--- config.mk ---
export PLATFORM = sky130hd
export DESIGN_NAME = seq_cla_adder_ctrl_flat
export DESIGN_NICKNAME = d
export VERILOG_FILES = /design/src/rtl/seq_cla_adder_ctrl_pkg.sv /design/src/rtl/seq_cla_adder_ctrl_if.sv /design/src/rtl/bit_4_augment.sv /design/src/rtl/seq_cla_adder_ctrl.sv /design/src/flat_wrapper.sv
export SDC_FILE = /design/constraint.sdc
export NUM_CORES = 1
export LEC_CHECK = 0
export CAP_MARGIN = 20
export CORE_MARGIN = 5
export CORE_UTILIZATION = 53
export DETAILED_ROUTE_END_ITERATION = 8
export GPL_TIMING_DRIVEN = 0
export HOLD_SLACK_MARGIN = 0.15
export MAX_ROUTING_LAYER = met4
export PLACE_DENSITY = 0.8
export RECOVER_POWER = 100
export REMOVE_ABC_BUFFERS = 1
export SYNTH_ARGS = -nofsm -noshare
export SYNTH_HDL_FRONTEND = slang
export SYNTH_SLANG_ARGS = --single-unit
--- constraint.sdc ---
create_clock -name clk -period 3.9 [get_ports clk]
set_input_delay 0.975 -clock clk [delete_from_list [all_inputs] [get_ports clk]]
set_output_delay 0.975 -clock clk [all_outputs]
set_load 0.02 [all_outputs]
--- src/rtl/seq_cla_adder_ctrl_pkg.sv ---
// Shared FSM state encoding and default operand size for the sequential CLA adder.
package seq_cla_adder_ctrl_pkg;

  localparam int NIBBLES_DEF = 4;

  typedef enum logic [1:0] {
    IDLE = 2'd0,
    ADD  = 2'd1,
    DONE = 2'd2
  } state_t;

  function automatic int idx_width(input int nibbles);
    return (nibbles > 1) ? $clog2(nibbles) : 1;
  endfunction

endpackage

--- src/rtl/seq_cla_adder_ctrl_if.sv ---
// Request/result bundle for the sequential adder: operands in, registered sum and status out.
interface seq_cla_adder_ctrl_if
  import seq_cla_adder_ctrl_pkg::*;
#(
  parameter int NIBBLES = NIBBLES_DEF
);
  localparam int W = 4 * NIBBLES;

  logic         start;
  logic [W-1:0] A;
  logic [W-1:0] B;
  logic         cin;
  logic [W-1:0] S;
  logic         cout;
  logic         busy;
  logic         done;

  modport master (output start, A, B, cin, input S, cout, busy, done);
  modport slave  (input start, A, B, cin, output S, cout, busy, done);

endinterface

--- src/rtl/bit_4_augment.sv ---
// 4-bit carry-lookahead slice with group propagate/generate; purely combinational.
// Zero latency, no flow control.
module bit_4_augment (
  input  logic [3:0] A,
  input  logic [3:0] B,
  input  logic       cin,
  output logic [3:0] S,
  output logic       p,
  output logic       g
);

  logic [3:0] prop;
  logic [3:0] gen;
  logic [3:0] c;

  assign prop = A ^ B;
  assign gen  = A & B;

  assign c[0] = cin;
  assign c[1] = gen[0] | (prop[0] & cin);
  assign c[2] = gen[1] | (prop[1] & gen[0]) | (prop[1] & prop[0] & cin);
  assign c[3] = gen[2] | (prop[2] & gen[1]) | (prop[2] & prop[1] & gen[0])
              | (prop[2] & prop[1] & prop[0] & cin);

  assign S = prop ^ c;
  assign p = &prop;
  assign g = gen[3] | (prop[3] & gen[2]) | (prop[3] & prop[2] & gen[1])
           | (prop[3] & prop[2] & prop[1] & gen[0]);

endmodule

--- src/rtl/seq_cla_adder_ctrl.sv ---
// Adds two W-bit operands one nibble per cycle through a single CLA slice; done NIBBLES+1 cycles after accept.
// No backpressure: start is only sampled in IDLE and ignored while busy.
module seq_cla_adder_ctrl
  import seq_cla_adder_ctrl_pkg::*;
#(
  parameter int NIBBLES = NIBBLES_DEF
)(
  input  logic                 clk,
  input  logic                 rst,
  seq_cla_adder_ctrl_if.slave  bus
);

  localparam int W  = 4 * NIBBLES;
  localparam int IW = idx_width(NIBBLES);

  state_t        state;
  state_t        state_nxt;
  logic [IW-1:0] idx;
  logic [W-1:0]  a_reg;
  logic [W-1:0]  b_reg;
  logic [W-1:0]  work_reg;
  logic [W-1:0]  work_nxt;
  logic          carry_reg;
  logic          carry_nxt;
  logic [W-1:0]  s_reg;
  logic          cout_reg;
  logic          done_reg;
  logic          busy_int;
  logic          last;

  logic [3:0]    a_nib;
  logic [3:0]    b_nib;
  logic [3:0]    sum_nib;
  logic          slice_p;
  logic          slice_g;

  assign a_nib = a_reg[{idx, 2'b00} +: 4];
  assign b_nib = b_reg[{idx, 2'b00} +: 4];
  assign last  = (idx == IW'(NIBBLES - 1));

  bit_4_augment u_slice (
    .A   (a_nib),
    .B   (b_nib),
    .cin (carry_reg),
    .S   (sum_nib),
    .p   (slice_p),
    .g   (slice_g)
  );

  // Next work/carry include the slice result so the final nibble lands in S on DONE entry.
  always_comb begin
    work_nxt = work_reg;
    work_nxt[{idx, 2'b00} +: 4] = sum_nib;
    carry_nxt = slice_g | (slice_p & carry_reg);
  end

  always_comb begin
    state_nxt = state;
    busy_int  = 1'b0;
    case (state)
      IDLE: if (bus.start) state_nxt = ADD;
      ADD: begin
        busy_int = 1'b1;
        if (last) state_nxt = DONE;
      end
      DONE: begin
        busy_int  = 1'b1;
        state_nxt = IDLE;
      end
      default: state_nxt = IDLE;
    endcase
  end

  always_ff @(posedge clk) begin
    if (rst) state <= IDLE;
    else     state <= state_nxt;
  end

  always_ff @(posedge clk) begin
    if (rst) begin
      idx       <= '0;
      a_reg     <= '0;
      b_reg     <= '0;
      work_reg  <= '0;
      carry_reg <= 1'b0;
      s_reg     <= '0;
      cout_reg  <= 1'b0;
      done_reg  <= 1'b0;
    end else begin
      done_reg <= 1'b0;
      case (state)
        IDLE: begin
          if (bus.start) begin
            a_reg     <= bus.A;
            b_reg     <= bus.B;
            carry_reg <= bus.cin;
            idx       <= '0;
          end
        end
        ADD: begin
          work_reg  <= work_nxt;
          carry_reg <= carry_nxt;
          if (last) begin
            s_reg    <= work_nxt;
            cout_reg <= carry_nxt;
            done_reg <= 1'b1;
          end else begin
            idx <= idx + 1'b1;
          end
        end
        default: ;
      endcase
    end
  end

  assign bus.S    = s_reg;
  assign bus.cout = cout_reg;
  assign bus.busy = busy_int;
  assign bus.done = done_reg;

endmodule

--- src/flat_wrapper.sv ---
// flat-port wrapper written by rule: the top's interface ports become plain ports
module seq_cla_adder_ctrl_flat import seq_cla_adder_ctrl_pkg::*;
#(
  parameter int NIBBLES = NIBBLES_DEF
)
  (clk, rst, bus_start, bus_A, bus_B, bus_cin, bus_S, bus_cout, bus_busy, bus_done);
  seq_cla_adder_ctrl_if #(.NIBBLES(NIBBLES)) bus_i ();
  input  logic clk;
  input  logic rst;
  input wire logic [$bits(bus_i.start)-1:0] bus_start;
  input wire logic [$bits(bus_i.A)-1:0] bus_A;
  input wire logic [$bits(bus_i.B)-1:0] bus_B;
  input wire logic [$bits(bus_i.cin)-1:0] bus_cin;
  output wire logic [$bits(bus_i.S)-1:0] bus_S;
  output wire logic [$bits(bus_i.cout)-1:0] bus_cout;
  output wire logic [$bits(bus_i.busy)-1:0] bus_busy;
  output wire logic [$bits(bus_i.done)-1:0] bus_done;
  assign bus_i.start = bus_start;
  assign bus_i.A = bus_A;
  assign bus_i.B = bus_B;
  assign bus_i.cin = bus_cin;
  assign bus_S = bus_i.S;
  assign bus_cout = bus_i.cout;
  assign bus_busy = bus_i.busy;
  assign bus_done = bus_i.done;
  seq_cla_adder_ctrl #(.NIBBLES(NIBBLES)) u_core (.clk(clk), .rst(rst), .bus(bus_i));
endmodule
==> results.toml, run 1 <==
[status]
status = "finished, final reports clean"

[detailed_routing]
num_vias = 2800
wl_per_cell_um = 14.16
drt_iter0_markers = 146
drc_errors = 0
wirelength_um = 7079
vias_per_cell = 5.600
firstDrtPassIters = 5
final_antenna_net_count = 0

[sta]
rsz0062_at_grt = "false"
post-route-period-util = 0.8665
max_freq_ghz = 0.2959
setup_viol = 0
fin_skew_ns = 0.008348
finalHoldViolations = 0
slew_violations = 0
relSlewSlack = 0.3589
worst_pin_slew_ns = 0.9594
tns_ns = 0
min_period_ns = 3.379

[logic_synthesis]
synth-edff-count = 0
synth_area_leader_cell = "dfxtp_1"
synth_area_per_cell_sq_um = 8.619
synth-xor-area-share = 0.005376
seq_area_frac_synth = 0.4363
ys_types = 44
synth_area_leaders = "dfxtp_1 (44%), nand2_1 (9.1%), a21oi_1 (7.1%)"
synth_mux_area_frac = 0.06490
syn_inst = 378
synth-simple-area-share = 0.2258
yosys-top-cells-count = "nand2_1 (79), dfxtp_1 (71), a21oi_1 (46)"
synth_top_family_by_area = "simple AND/OR/NAND/NOR gates"
synth.most_common_cell = "nand2_1"
synthAdderAreaFrac = 0.05607
syn_area_sq_um = 3258
synthFlopType = "dfxtp_1"
ys_async_sr_fraction = 0
synth-compound-area-share = 0.1682
synth.top_cell.area_share = 0.4363
synth_seq_cells = 71
synth_warnings = 0

[worst_setup_path]
worstPathMaxFanout = 17
reg2reg_slack_ns = 0.52
rr_startpoint = "u_core.idx[0]"
cp_cell_sequence = "mux4_2, ha_1, a21o_1, a21oi_1, mux2_2, a211oi_1"
slowest_stage = "dfxtp_1"
crit_family = "multiplexers"
end_kind = "register"
r2r_cells = 6
critical_path_class = "reg2reg"
crit_arrival_ns = 3.65
cp-start-kind = "register"
crit_required_ns = 4.17
crit_buf_inv = 0
worst_r2r_endpoint = "u_core.bus.S[2]"
critPathMaxStageDelay_ns = 0.95
cp.depth = 6

[worst_hold_path]
hold_start = "u_core.a_reg[14]"
holdPathEnd = "u_core.a_reg[14]"
min_path_type = "reg2reg"
whs_path_depth = 2

[global_route]
grt_pass1_vias = 2598
grt_max_degree = 36
antenna_found_initial = 0
grt_pass1_wl_um = 11790
grtUsageTotal = 0.1998
gr-total-overflow = 0

[layout]
final_cells = 500
drive_above_1_share = 0.07765
area_delta_synth_final_pct = 24.04
diodes = 0
fillers = 530
final_cell_area_sq_um = 4041
finalNetCount = 470

[power]
p_per_area_nw_per_um2 = 394.1
comb_power_share = 0.146
p_sw_frac = 0.2772
p_clk_frac = 0.368
p_leak_nw = 1.533
power.share.sequential = 0.486
power_switching_mw = 0.4414
total_power_mw = 1.593
p_int_mw = 1.151
ir_worst_vdd_mv = 0.2735

[placement]
place_inst = 484
numPortBuffers = 54
place_congestion = 0.9075
dpl.hpwl_um = 4972
placed_cell_area_sq_um = 3845

[clocking]
cts_buffer_depth = 2
clk_pin_slew_worst_paths_ns = 0.08
cts.hold.buffers_added = 0
cts_tree = "done"
ctsResizeCount = 0
numCtsBuffers = 9
cts_sinks = 71
clock_latency_ns = 0.35
postCtsSetupBuffers = 0
htree_levels = 3
clockRootBuffer = "clkbuf_8"

[floorplan]
dieArea_sq_um = 7815
io_pins = 55
die_w_um = 88.41
core_area_sq_um = 5956
die_h_um = 88.41
rows = 28
start_util = 0.5471

[job]
cap_violations = 0
layer usage:
layer,vias to the layer above,share of wire,track usage
li1,1412,-,-
met1,1309,0.44,0.2433
met2,67,0.50,0.3256
met3,12,0.046,0.03352
met4,0,0.017,0.08791
met5,-,0,-
worst max path at each step:
| stage | start | end | slack, ns |
|---|---|---|---|
| 2_1_floorplan | u_core.idx[0] | u_core.bus.S[2] | 0.98 |
| 3_3_place_gp | rst | u_core.work_reg[15] | 0.01 |
| 3_5_place_dp | u_core.idx[0] | u_core.bus.S[2] | 0.53 |
| 4_1_cts | u_core.idx[0] | u_core.bus.S[2] | 0.50 |
| 5_1_grt | u_core.idx[0] | u_core.bus.S[2] | 0.28 |
| 6_report | u_core.idx[0] | u_core.bus.S[2] | 0.52 |
power by group through the flow:
stage / registers (mW) / logic, mW / clock network, mW
after global placement: 0.790 / 0.220 / 0
final: 0.774 / 0.233 / 0.586
after floorplan: 0.785 / 0.139 / 0
after global routing: 0.778 / 0.255 / 0.619
after CTS: 0.775 / 0.235 / 0.589
after detailed placement: 0.792 / 0.233 / 0
placed cells by master (no fill, tap or decap), drive strengths merged, types with 2 or more instances in the layout:
cell type,Yosys,layout
clkinvlp,0,2
nand2b,7,7
mux4,8,8
or3b,2,2
nand3b,8,8
nor2b,2,2
a32oi,4,4
nand3,3,3
and2,2,2
nor3,10,10
a211oi,7,7
clkbuf,25,9
inv,11,12
a311oi,2,2
mux2i,2,2
buf,1,4
ha,13,13
a221oi,8,8
clkinv,0,3
nor2,32,32
a22oi,4,4
dlygate4sd3,0,20
nand2,79,79
nand4,4,4
clkdlybuf4s50,0,33
o21ai,10,10
a21oi,46,46
dfxtp,71,71
xor2,2,2
through the flow:
stage / hold WS (ns) / utilization / setup slack, ns
after CTS: 0.4575 / 0.6786 / 0.4978
after floorplan: 0.4271 / - / 0.9770
final: 0.4550 / 0.6786 / 0.5208
after global routing: 0.4763 / 0.6786 / 0.2774
after detailed placement: 0.4471 / 0.6456 / 0.5306
after global placement: 0.4388 / 0.6368 / 0.01197
layout make-up:
type / instances / area (sq um) / area share
repair buffers: 57 / 590.6 / 0.1461
clock inverters: 7 / 72.57 / 0.01796
clock buffers: 9 / 123.9 / 0.03065
inverters: 11 / 41.29 / 0.01022
multi-input cells: 270 / 1698 / 0.4201
flip-flops and latches: 71 / 1421 / 0.3517
well taps: 75 / 93.84 / 0.02322
cells by family (layout without fill, tap and decap cells):
logic type      Yosys count  count (layout)
buf+inv                  37              84
flops                    71              71
fa+ha+maj                14              14
xor+xnor                  2               2
compound gates           88              88
mux                      11              11
simple gates            155             155
worst register-to-register path, cell delays in order (launching register included):
cell and delay (ns):
dfxtp_1 0.95, mux4_2 0.67, ha_1 0.33, a21o_1 0.18, a21oi_1 0.57, mux2_2 0.42, a211oi_1 0.18
Note: power is estimated with default switching activity, not from simulation.
==> run 2, diff against run 1 <==
Settings changed: SLEW_MARGIN set to 20.
==> run 2 against run 1 <==
- die area is the same
- design area shrank 0.65%
- largest power group unchanged
- clock skew is essentially flat
- core utilization shrank 0.44 points
==> results.toml, run 2 (synthesized netlist as in run 1, its figures left out) <==
[layout]
area_delta_synth_final_pct = 23.23
finalNetCount = 468
final_cell_area_sq_um = 4015
drive_above_1_share = 0.06856
layout_commonest_cell = "nand2_1"
fillers = 534
diodes = 0
layout_common_cells = "nand2_1 (79), dfxtp_1 (71), a21oi_1 (46)"

[global_route]
antenna_found_initial = 0
gr-total-overflow = 0
grtUsageTotal = 0.1966
grt_pass1_wl_um = 11670
grt_max_degree = 73
grt_pass1_vias = 2525

[power]
power_switching_mw = 0.4187
comb_power_share = 0.136
p_sw_frac = 0.2541
p_clk_frac = 0.394
power.share.sequential = 0.470
ir_worst_vdd_mv = 0.2674
p_int_mw = 1.229
total_power_mw = 1.648
p_leak_nw = 1.527
p_per_area_nw_per_um2 = 410.4

[worst_setup_path]
crit_required_ns = 4.16
crit_arrival_ns = 3.63
slowest_stage = "nor4_1"
cp-start-kind = "register"
crit_family = "simple AND/OR/NAND/NOR gates"
critical_path_class = "reg2reg"
crit_buf_inv = 1
cp_cell_sequence = "inv_1, ha_1, nor4_1, or3b_1, a311oi_2"
worstPathMaxFanout = 17
end_kind = "register"
critPathMaxStageDelay_ns = 1.00

[sta]
max_freq_ghz = 0.2967
worst_pin_slew_ns = 1.172
tns_ns = 0
setup_viol = 0
hold-worst-slack_ns = 0.4562
finalHoldViolations = 0
min_period_ns = 3.370
fin_skew_ns = 0.008078
post-route-period-util = 0.8642
slew_violations = 0
relSlewSlack = 0.2115
rsz0062_at_grt = "false"

[floorplan]
start_util = 0.5471
dieArea_sq_um = 7815
die_h_um = 88.41
core_area_sq_um = 5956
rows = 28
die_w_um = 88.41
io_pins = 55

[clocking]
clock_latency_ns = 0.34
cts_tree = "done"
postCtsSetupBuffers = 0
cts.hold.buffers_added = 0
clk_pin_slew_worst_paths_ns = 0.07
cts_sinks = 71
ctsResizeCount = 0
clockRootBuffer = "clkbuf_8"
cts_buffer_depth = 2
htree_levels = 3
numCtsBuffers = 9

[detailed_routing]
final_antenna_net_count = 0
wirelength_um = 7106
drc_errors = 0
firstDrtPassIters = 4
num_vias = 2778
drt_iter0_markers = 133
wl_per_cell_um = 14.27
vias_per_cell = 5.578

[placement]
dpl.hpwl_um = 4807
placed_cell_area_sq_um = 3807
place_congestion = 0.9075
numPortBuffers = 54

[job]
cap_violations = 0

[status]
status = "finished, final reports clean"

[worst_hold_path]
min_path_type = "reg2reg"
## run 2: cell types whose count changed in the layout (fill, tap and decap cells not counted), sizes merged
| cell | previous run | this run |
|---|---|---|
| clkinv | 3 | 2 |
| clkbuf | 9 | 11 |
| inv | 12 | 11 |
| clkinvlp | 2 | 1 |
| bufinv | 1 | 2 |
| buf | 4 | 2 |
## run 2: stage by stage
stage / utilization / cells / setup WS, ns
after floorplan: - / 352 / 0.9770
after global placement: 0.6368 / 481 / 0.01197
after detailed placement: 0.6393 / 482 / 0.5271
after CTS: 0.6767 / 498 / 0.4916
after global routing: 0.6742 / 498 / 0.1466
final: 0.6742 / 498 / 0.5298
## run 2: layout make-up
class,count,area [sq um],share of cell area
Multi-Input combinational cell,270,1683,0.4191
Sequential cell,71,1421,0.3540
Timing Repair Buffer,55,553.0,0.1377
Clock buffer,11,141.4,0.03521
Tap cell,75,93.84,0.02337
Clock inverter,5,81.33,0.02026
Inverter,11,41.29,0.01028
## run 2: power by group through the flow
stage	logic, mW	registers (mW)	clock network [mW]
floorplan	0.139	0.785	0
global placement	0.220	0.790	0
detailed placement	0.228	0.791	0
CTS	0.229	0.775	0.653
global route	0.249	0.778	0.686
finish	0.225	0.774	0.649
## run 2: path summary, 6_finish.rpt
path | startpoint | to | slack (ns) | cells past startpoint
setup reg to reg | u_core.idx[0] | u_core.bus.S[14] | 0.53 | 5
hold / removal | u_core.b_reg[8] | u_core.b_reg[8] | 0.46 | 2
hold reg to reg | u_core.b_reg[8] | u_core.b_reg[8] | 0.46 | 2
setup / recovery | u_core.idx[0] | u_core.bus.S[14] | 0.53 | 5
## run 2: per-layer routing
metal  vias to the layer above  GRT usage  part of all wire
met5                         -          -                 0
met4                         0    0.07555             0.013
met3                        11    0.03445             0.054
met2                        71     0.3161              0.50
met1                      1291     0.2469              0.43
li1                       1405          -                 -
## run 2: worst register-to-register path, delay by kind of cell, from the launching register on
family | cells | cell delay (ns)
compound gates | 1 | 0.19
fa+ha+maj | 1 | 0.44
buf+inv | 1 | 0.28
flops | 1 | 0.94
simple gates | 2 | 1.44
==> run 3, diff against run 2 <==
Settings changed: MAX_ROUTING_LAYER met4 to unset.
==> run 3 against run 2 <==
- total power about the same
- register-to-register slack about the same
- routed wire length down 0.27%
- sequential cell count unchanged
- critical path depth up 1
- core utilization unchanged
- hold slack about the same
- design area unchanged
- die area unchanged
- clock-buffer cell count unchanged
- critical endpoint is now u_core.bus.S[2]
- largest power group unchanged
==> results.toml, run 3 (synthesized netlist as in run 1, its figures left out) <==
[power]
power_switching_mw = 0.4198
ir_worst_vdd_mv = 0.2676
total_power_mw = 1.649
p_int_mw = 1.229
power.share.sequential = 0.470
comb_power_share = 0.137
p_per_area_nw_per_um2 = 410.7
p_leak_nw = 1.527
p_clk_frac = 0.394
p_sw_frac = 0.2546

[layout]
finalNetCount = 468
area_delta_synth_final_pct = 23.23
final_cells = 498
layout_commonest_cell = "nand2_1"
fillers = 534
drive_above_1_share = 0.06856
final_cell_area_sq_um = 4015
utilization = 0.6742
layout_common_cells = "nand2_1 (79), dfxtp_1 (71), a21oi_1 (46)"
diodes = 0

[floorplan]
die_w_um = 88.41
die_h_um = 88.41
dieArea_sq_um = 7815
start_util = 0.5471
rows = 28
io_pins = 55
core_area_sq_um = 5956

[clocking]
clock_latency_ns = 0.34
cts_sinks = 71
cts.hold.buffers_added = 0
cts_tree = "done"
ctsResizeCount = 0
htree_levels = 3
numCtsBuffers = 9
clk_pin_slew_worst_paths_ns = 0.07
clockRootBuffer = "clkbuf_8"
cts_buffer_depth = 2
postCtsSetupBuffers = 0

[worst_setup_path]
worstPathMaxFanout = 17
critical_path_class = "reg2reg"
slowest_stage = "dfxtp_1"
cp_cell_sequence = "mux4_2, ha_1, a21o_1, a21oi_1, mux2_2, a211oi_1"
worst_r2r_endpoint = "u_core.bus.S[2]"
crit_arrival_ns = 3.62
cp-start-kind = "register"
r2r_cells = 6
crit_required_ns = 4.15
end_kind = "register"
critPathMaxStageDelay_ns = 0.94
reg2reg_slack_ns = 0.53
rr_startpoint = "u_core.idx[0]"

[global_route]
grt.busiest_layer = "met2"
grt_pass1_wl_um = 11660
grt_pass1_vias = 2526
use_met2 = 0.3161
use_met1 = 0.2458
grt_max_degree = 73
grtUsageTotal = 0.1905
use_met3 = 0.03538
antenna_found_initial = 0
gr-total-overflow = 0

[status]
status = "finished, final reports clean"

[sta]
setup_viol = 0
finalHoldViolations = 0
slew_violations = 0
fin_skew_ns = 0.008108
post-route-period-util = 0.8638
min_period_ns = 3.369
tns_ns = 0
worst_pin_slew_ns = 1.163
relSlewSlack = 0.2172
max_freq_ghz = 0.2968
rsz0062_at_grt = "false"

[detailed_routing]
vias_per_cell = 5.588
wl_per_cell_um = 14.23
firstDrtPassIters = 4
drc_errors = 0
wirelength_um = 7087
drt_iter0_markers = 156
num_vias = 2783
final_antenna_net_count = 0

[placement]
place_congestion = 0.8924
placed_cell_area_sq_um = 3807
dpl.hpwl_um = 4807
place_inst = 482
numPortBuffers = 54

[job]
cap_violations = 0

[worst_hold_path]
hold_start = "u_core.b_reg[8]"
whs_path_depth = 2
min_path_type = "reg2reg"
holdPathEnd = "u_core.b_reg[8]"
[run 3: worst max-delay path: cells and delay by family (launching register included)]
| kind | cells | cell delay, ns |
|---|---|---|
| muxes | 2 | 1.06 |
| DFF | 1 | 0.94 |
| AOI/OAI and AO/OA | 3 | 0.94 |
| adders and majority gates | 1 | 0.33 |
[run 3: cell type report]
class / count / area [sq um] / area share
Clock buffer: 11 / 141.4 / 0.03521
Clock inverter: 5 / 81.33 / 0.02026
Inverter: 11 / 41.29 / 0.01028
Multi-Input combinational cell: 270 / 1683 / 0.4191
Sequential cell: 71 / 1421 / 0.3540
Tap cell: 75 / 93.84 / 0.02337
Timing Repair Buffer: 55 / 553.0 / 0.1377
[run 3: power by group through the flow]
stage / Combinational, mW / Sequential (mW) / Clock [mW]
final: 0.225 / 0.774 / 0.649
after global routing: 0.249 / 0.778 / 0.686
after CTS: 0.229 / 0.775 / 0.653
after detailed placement: 0.228 / 0.791 / 0
after global placement: 0.220 / 0.790 / 0
after floorplan: 0.139 / 0.785 / 0
[run 3: metal layers]
metal | up-vias | share of wire | wire (um)
met4 | 0 | 0.013 | 90
met2 | 61 | 0.49 | 3486
met3 | 10 | 0.053 | 373
li1 | 1410 | - | -
met1 | 1302 | 0.44 | 3137
met5 | - | 0 | 0
[run 3: per-stage QoR]
step | setup slack, ns | hold WS, ns
floorplan | 0.9770 | 0.4271
global placement | 0.01197 | 0.4388
detailed placement | 0.5271 | 0.4451
CTS | 0.4916 | 0.4546
global route | 0.1466 | 0.4797
finish | 0.5310 | 0.4562
[run 3: worst max path at each step]
stage / depth (start not counted) / endpoint / startpoint / slack, ns
after global placement: 4 / u_core.work_reg[15] / rst / 0.01
after floorplan: 6 / u_core.bus.S[2] / u_core.idx[0] / 0.98
after global routing: 5 / u_core.bus.S[14] / u_core.idx[0] / 0.15
final: 6 / u_core.bus.S[2] / u_core.idx[0] / 0.53
after CTS: 6 / u_core.bus.S[2] / u_core.idx[0] / 0.49
after detailed placement: 6 / u_core.bus.S[2] / u_core.idx[0] / 0.53
